[src/rtl/baud_pulse_gen.sv]
// baud_pulse_gen: programmable bit-rate divider producing bit, mid-bit and frame-complete strobes
// Ports: clk, rst (sync, active-high); enable (low freezes counting, loads still accepted);
//   restart (re-align phase, only while enabled); div_load/div_in/frac_in (divisor load request);
//   bit_tick/half_tick/frame_done (single-cycle strobes); bit_idx (bit position within frame);
//   div_err (pulse for a rejected load); div_cur (divisor in effect).
// Optional: define BAUD_PULSE_FRAC_EN to build the fractional divisor; otherwise frac_in is ignored.
module baud_pulse_gen #(
  parameter int CNT_W = 13,
  parameter int DEFAULT_DIV = 11,
  parameter int FRAME_BITS = 10,
  parameter int FRAC_W = 4,
  localparam int IDX_W = $clog2(FRAME_BITS + 1)
) (
  input  logic             clk,
  input  logic             rst,
  input  logic             enable,
  input  logic             restart,
  input  logic             div_load,
  input  logic [CNT_W-1:0] div_in,
  input  logic [FRAC_W-1:0] frac_in,
  output logic             bit_tick,
  output logic             half_tick,
  output logic             frame_done,
  output logic [IDX_W-1:0] bit_idx,
  output logic             div_err,
  output logic [CNT_W-1:0] div_cur
);
  logic [CNT_W-1:0] r_count, r_div, r_pend_div, w_last, w_half;
  logic [IDX_W-1:0] r_idx;
  logic r_pend, r_err, w_valid, w_run, w_bound, w_str;
  assign w_valid = div_load & (div_in > CNT_W'(1));
  assign w_run = enable & ~rst & ~restart;
`ifdef BAUD_PULSE_FRAC_EN
  logic [FRAC_W-1:0] r_frac, r_pend_frac, r_acc;
  logic r_str;
  assign w_str = r_str;
`else
  logic w_unused;
  assign w_unused = ^frac_in;
  assign w_str = 1'b0;
`endif
  // A stretched period (accumulator carry) adds one cycle before the bit boundary.
  assign w_last = r_div - CNT_W'(1) + {{(CNT_W-1){1'b0}}, w_str};
  assign w_half = (r_div >> 1) - CNT_W'(1);
  assign bit_tick = w_run & (r_count == w_last);
  assign half_tick = w_run & (r_count == w_half);
  assign frame_done = bit_tick & (r_idx == IDX_W'(FRAME_BITS - 1));
  // Boundaries where a new divisor may take effect without shortening a period.
  assign w_bound = enable & (restart | bit_tick);
  assign bit_idx = r_idx;
  assign div_err = r_err;
  assign div_cur = r_div;
  always_ff @(posedge clk) begin
    if (rst) begin
      r_count <= '0;
      r_idx <= '0;
      r_div <= CNT_W'(DEFAULT_DIV);
      r_pend <= 1'b0;
      r_pend_div <= '0;
      r_err <= 1'b0;
    end else begin
      r_err <= div_load & ~w_valid;
      if (enable & restart) begin
        r_count <= '0;
        r_idx <= '0;
      end else if (bit_tick) begin
        r_count <= '0;
        r_idx <= frame_done ? '0 : r_idx + 1'b1;
      end else if (enable) begin
        r_count <= r_count + 1'b1;
      end
      // A load arriving on a boundary wins over an older pending value.
      if (w_bound) begin
        r_div <= w_valid ? div_in : r_pend ? r_pend_div : r_div;
        r_pend <= 1'b0;
      end else if (w_valid & ~enable) begin
        r_div <= div_in;
        r_pend <= 1'b0;
      end else if (w_valid) begin
        r_pend <= 1'b1;
        r_pend_div <= div_in;
      end
    end
  end
`ifdef BAUD_PULSE_FRAC_EN
  always_ff @(posedge clk) begin
    if (rst) begin
      r_frac <= '0;
      r_pend_frac <= '0;
      r_acc <= '0;
      r_str <= 1'b0;
    end else begin
      if (enable & restart) {r_str, r_acc} <= '0;
      else if (bit_tick) {r_str, r_acc} <= {1'b0, r_acc} + {1'b0, r_frac};
      if (w_bound) r_frac <= w_valid ? frac_in : r_pend ? r_pend_frac : r_frac;
      else if (w_valid & ~enable) r_frac <= frac_in;
      else if (w_valid) r_pend_frac <= frac_in;
    end
  end
`endif
endmodule

[config.mk]
export PLATFORM = sky130hd
export DESIGN_NAME = baud_pulse_gen
export DESIGN_NICKNAME = d
export VERILOG_FILES = /design/src/rtl/baud_pulse_gen.sv
export SDC_FILE = /design/constraint.sdc
export NUM_CORES = 1
export LEC_CHECK = 0
export ABC_AREA = 1
export BUFFER_PORTS_ARGS = -buffer_cell sky130_fd_sc_hd__buf_4
export CAP_MARGIN = 20
export CORE_MARGIN = 5
export CORE_UTILIZATION = 50
export DETAILED_ROUTE_END_ITERATION = 7
export PLACE_DENSITY = 0.81
export SYNTH_ARGS = -nofsm -noshare
export SYNTH_HDL_FRONTEND = slang
export SYNTH_SLANG_ARGS = --single-unit
[constraint.sdc]
create_clock -name clk -period 3.95 [get_ports clk]
set_clock_uncertainty 0.2 [all_clocks]
set_input_delay 0.395 -clock clk [delete_from_list [all_inputs] [get_ports clk]]
set_output_delay 0.395 -clock clk [all_outputs]
set_load 0.1 [all_outputs]
* Word level (Yosys, flattened, before mapping)
Cells that the tools add are included.
Word-level totals: register bits after elaboration 45, bits in latches 0, memory bits (writable) 0, word-level logic and storage cells 43, ROM bits 0, memories 0, bits of input ports 22, output and inout bits 21
Cells by class: order comparisons 1, reductions and logical operators 6, $add $sub $neg 4, bitwise logic cells 17, mux-type cells 5, div/mod/pow operators 0, $mul 0, equal/unequal tests 4, shift-type cells 0
Operator list (number):
- 13-bit two-way mux | 4
- 13-bit equality test | 2
- 13-bit by 1-bit adder with 13-bit output, second input constant | 1
- 13-bit by 1-bit > comparator with 1-bit output, second input constant | 1
- 12-bit by 1-bit subtractor with 13-bit output, second input constant | 1
- 13-bit by 1-bit subtractor with 13-bit output, second input constant | 1
- 1-bit AND | 10
- 1-bit NOT | 6
- 3-bit OR reduction | 2
- 4-bit by 1-bit adder with 4-bit output, second input constant | 1
- 4-bit equality test, second input constant | 1
- 4-bit two-way mux | 1
- 3-bit != test, second input constant | 1
- 3-bit AND reduction | 1
- 2-bit AND reduction | 1
- 2-bit nonzero test | 1
- 2-bit OR reduction | 1
- 1-bit OR | 1

* Depth between registers and ports, before layout
depth in word-level cells 8, mapped depth 17, depth with buffers taken out 16

* Least setup slack after synthesis
OpenSTA, ideal clock, no wires.
path type register to register, start register r_div[1] (netlist: div_cur[1]), end register r_idx[1] (netlist: bit_idx[1]), arrival 3869 ps, period minus slack after synthesis 4187 ps, setup time 118 ps, path buffers 0, setup slack -237 ps, cell stages (with the launch flop) 15, required time 3632 ps, cell sequence dfxtp_1 -> inv_1 -> ha_1 -> nand2_2 -> nor2_4 -> nand3_1 -> nor2_1 -> nor2_1 -> nand2_1 -> nor2_4 -> nand2_8 -> nor2_1 -> nor2_1 -> inv_1 -> nor2_1
Between the ends: word-level cells in the longest chain between the ends 5
RTL lines:
- start, declared | line 28 | logic [CNT_W-1:0] r_count, r_div, r_pend_div, w_last, w_half;
- start signal, assigned | line 57 | r_div <= CNT_W'(DEFAULT_DIV);
- start signal, assigned | line 74 | r_div <= w_valid ? div_in : r_pend ? r_pend_div : r_div;
- start signal, assigned | line 77 | r_div <= div_in;
- 13-bit by 1-bit subtractor with 13-bit output | line 43 | assign w_last = r_div - CNT_W'(1) + {{(CNT_W-1){1'b0}}, w_str};
- 13-bit equality test | line 45 | assign bit_tick = w_run & (r_count == w_last);
- 1-bit AND | line 45
- 1-bit AND | line 47 | assign frame_done = bit_tick & (r_idx == IDX_W'(FRAME_BITS - 1));
- net frame_done | line 23 | output logic frame_done,
- 4-bit two-way mux | line 68 | r_idx <= frame_done ? '0 : r_idx + 1'b1;
- end signal, assigned | line 68
- end, declared | line 29 | logic [IDX_W-1:0] r_idx;
The timed path passes the listed nets, and every way through them passes these cells. A chain may end at the register's enable or synchronous reset.

* Worst setup path in the final report
start register r_div[1] (netlist: div_cur[1]), end output port frame_done
Between the ends: word-level cells in the longest chain between the ends 4
RTL lines (line):
- 13-bit by 1-bit subtractor with 13-bit output | 43
- 13-bit equality test | 45
- 1-bit AND | 45
- 1-bit AND | 47
- end, declared | 23
No other way between the ends.

==> reports/qor.yml <==
run_status:
  run_status: "finished, final reports clean"
floorplanning:
  core_area_mm2: 0.00628
  io_pins: 43
  initial_util: 0.510
  chipHeight_um: 90.0
  chipWidth_um: 90.0
  rows: 29
  die_footprint_mm2: 0.00811
routing:
  drt_iter0_drc: 171
  via_count: 3008
  drtAntennaViolNets: 0
  avgRoutedWirePerCell_um: 12.1
  via_per_inst: 5.10
  drtPass1Iterations: 5
  drt-total-wl_mm: 7.11
  drc: 0
global_routing:
  groute.usage.overall: 0.178
  global_route.usage.met1: 0.219
  grt.busiest_layer: "met2"
  grt.overflow.total: 0
  first_global_vias: 2787
  grtUsageMet2: 0.310
  grt_first_pass_wirelength_mm: 12.5
  grt_antenna_before_repair: 0
  grt_max_degree: 28
  grt.met3_usage: 0.0334
worst_setup_path:
  cp.buffers_inverters: 3
  crit_path_top_delay_cell: "sky130_fd_sc_hd__dfxtp_1"
  crit_path_max_incr_delay_ns: 0.36
  critical_path_class: "flip-flop to output pin"
  regToRegStartpoint: "div_cur[1]"
  critical_path.endpoint_type: "output pin"
  data_arrival_time_of_the_worst_path_ns: 2.52
  critPathLaunch: "div_cur[1]"
  worst-endpoint-required_ns: 3.36
  critPathMaxFanout: 17
  cp_cell_sequence: "inv_1 -> ha_1 -> inv_1 -> nor2_1 -> nand3_1 -> nand2_1 -> nand3_1 -> nor2_1 -> nand2_1 -> nor2_4 -> nand2_8 -> nor2_2 -> buf_4"
  startpoint_type: "flip-flop"
  crit_family: "simple AND/OR/NAND/NOR gates"
clocking:
  numClockSinks: 45
  count_of_buffers_added_by_post_cts_timing_repair_for_setup: 0
  clock_tree.htree_level_count: 2
  clockBufferDepth: 2
  clk_latency_ns: 0.30
  number_of_clock_buffers_inserted_by_tritoncts: 5
  cts_hold_repair.buffers: 0
  cts-resized-gates: 0
  cts.reportedPaths.clkPinSlew_ns: 0.08
  clock_tree.root_cell: "sky130_fd_sc_hd__clkbuf_8"
  clock_tree_from_tritoncts: "built"
min_path:
  startpoint_of_the_tightest_hold_check_path: "div_load"
  min_path_type: "input pin to flip-flop"
synth:
  ys_seq_elements: 45
  synth_compound_area_frac: 0.0789
  ys.warnings.count: 0
  synth-edff-count: 0
  synth_area_mm2: 0.00320
  synth_adder_area_share: 0.0195
  synthDistinctLibCells: 39
  syn_avg_cell_area_um2: 6.58
  simple_logic_cell_fraction_of_the_synthesized_area: 0.438
  synth-xor-area-share: 0.0957
  netlist_instances: 487
  synth_seq_area_share: 0.281
  synthFlopType: "sky130_fd_sc_hd__dfxtp_1"
  synth_top_family_by_area: "simple AND/OR/NAND/NOR gates"
  ys_async_sr_fraction: 0
  syn_nets: 514
  yosys-mux-area-fraction: 0
cells_and_area:
  synthToLayoutAreaGrowth_pct: 11.4
  final_cells: 590
  layout_common_cells: "183 x sky130_fd_sc_hd__nand2_1, 45 x sky130_fd_sc_hd__dfxtp_1, 38 x sky130_fd_sc_hd__buf_4"
  fin_nets: 539
  fillerInstances: 606
  drive_gt1_frac: 0.187
  final_common_cell: "sky130_fd_sc_hd__nand2_1"
  n_antenna_cell: 0
place:
  post-place-cells: 582
  io_buf_count: 38
  dp.final_hpwl_mm: 5.56
  gpl.final_weighted_congestion: 0.873
sta:
  fin_setup_tns_ns: 0
  grt_setup_unrepaired: "false"
  min_period_ns: 3.12
  slew-limit-headroom: 0.582
  setup_viol: 0
  worstMarginPinSlew_ns: 0.626
  slew_viol_final: 0
  fmax_ghz: 0.321
  final_hold_viol_count: 0
  layout_worst_path_cycle_share: 0.790
pwr:
  p_leak_nw: 1.56
  vdd.ir_drop.worst_mv: 0.249
  cellPowerDensity_mw_per_mm2: 318
run:
  timing.max_cap.violations: 0
==> metal layers <==
layer,part of all wire,vias up
li1,-,1588
met4,0.021,0
met2,0.49,57
met1,0.45,1349
met3,0.036,14
met5,0,-
==> worst register-to-register path: stages (launching register included) <==
cell	delay, ns
sky130_fd_sc_hd__dfxtp_1	0.36
sky130_fd_sc_hd__inv_1	0.13
sky130_fd_sc_hd__ha_1	0.31
sky130_fd_sc_hd__inv_1	0.07
sky130_fd_sc_hd__nor2_1	0.17
sky130_fd_sc_hd__nand3_1	0.10
sky130_fd_sc_hd__nand2_1	0.07
sky130_fd_sc_hd__nand3_1	0.07
sky130_fd_sc_hd__nor2_1	0.13
sky130_fd_sc_hd__nand2_1	0.11
sky130_fd_sc_hd__nor2_4	0.14
sky130_fd_sc_hd__nand2_8	0.14
sky130_fd_sc_hd__nand2_8	0.16
sky130_fd_sc_hd__nand2_4	0.07
sky130_fd_sc_hd__nand2_4	0.15
sky130_fd_sc_hd__nand2_1	0.09
sky130_fd_sc_hd__a21oi_1	0.12
==> cell usage after synthesis (2+ instances only) <==
master	count	area, um2
sky130_fd_sc_hd__nor4_1	6	37.5
sky130_fd_sc_hd__nor2_2	5	31.3
sky130_fd_sc_hd__nand4_1	4	25.0
sky130_fd_sc_hd__inv_2	9	33.8
sky130_fd_sc_hd__buf_2	7	35.0
sky130_fd_sc_hd__nor3_1	4	20.0
sky130_fd_sc_hd__o21ai_0	9	45.0
sky130_fd_sc_hd__ha_1	5	62.6
sky130_fd_sc_hd__nor2_1	36	135
sky130_fd_sc_hd__a21oi_1	25	125
sky130_fd_sc_hd__buf_4	4	30.0
sky130_fd_sc_hd__nor2_4	6	67.6
sky130_fd_sc_hd__nand3b_1	3	22.5
sky130_fd_sc_hd__nand2_1	183	687
sky130_fd_sc_hd__nand2_4	2	22.5
sky130_fd_sc_hd__xor2_1	22	193
sky130_fd_sc_hd__inv_1	27	101
sky130_fd_sc_hd__nand2_8	2	40.0
sky130_fd_sc_hd__buf_6	3	33.8
sky130_fd_sc_hd__a21oi_2	7	61.3
sky130_fd_sc_hd__nand3_1	29	145
sky130_fd_sc_hd__clkbuf_1	4	15.0
sky130_fd_sc_hd__nand2_2	13	81.3
sky130_fd_sc_hd__dfxtp_1	45	901
sky130_fd_sc_hd__xnor2_1	13	114
==> kinds of logic (layout without fill, tap and decap cells) <==
group           after synthesis  count (layout)
buf+inv                      57              83
fa+ha+maj                     5               5
compound gates               44              44
xor+xnor                     35              35
flops                        45              45
simple gates                301             301
==> final cells by class <==
| type | instances | area [um2] | area share |
|---|---|---|---|
| clock inverters | 1 | 30.0 | 0.00842 |
| clock buffers | 7 | 86.3 | 0.0242 |
| inverters | 37 | 139 | 0.0389 |
| repair buffers | 38 | 285 | 0.0799 |
| flip-flops and latches | 45 | 901 | 0.252 |
| well taps | 77 | 96.3 | 0.0270 |
| multi-input cells | 385 | 2030 | 0.569 |
==> where the power goes <==
group	total, mW	switching [mW]	internal [mW]	leakage, nW
clock	0.357	0.151	0.206	0.0585
combinational	0.282	0.195	0.0866	1.14
sequential	0.497	0.0276	0.469	0.366
==> per-stage QoR <==
| stage | setup WS (ns) | util | cell area, um2 | power (mW) | hold slack (ns) |
|---|---|---|---|---|---|
| finish | 0.830 | 0.568 | 3570 | 1.14 | 0.156 |
| global placement | 1.19 | 0.550 | 3450 | 0.784 | 0.250 |
| CTS | 0.812 | 0.568 | 3570 | 1.14 | 0.148 |
| floorplan | 0.286 | - | 3210 | 0.734 | 0.238 |
| detailed placement | 1.16 | 0.550 | 3450 | 0.789 | 0.253 |
| global route | 0.584 | 0.568 | 3570 | 1.20 | 0.157 |
==> final timing paths <==
| path | end | slack, ns | cells past startpoint |
|---|---|---|---|
| min | div_err | 0.16 | 3 |
| min reg2reg | r_pend_div[10] | 0.27 | 2 |
| max reg2reg | div_cur[12] | 1.30 | 16 |
| max | frame_done | 0.83 | 13 |
==> flip-flops by register name (all words and copies together) (netlist names) <==
name and flops:
r_count 13, bit_idx 4, div_err 1, r_pend_div 13, r_pend 1, div_cur 13
No activity file was read; power rests on OpenSTA's default activity.
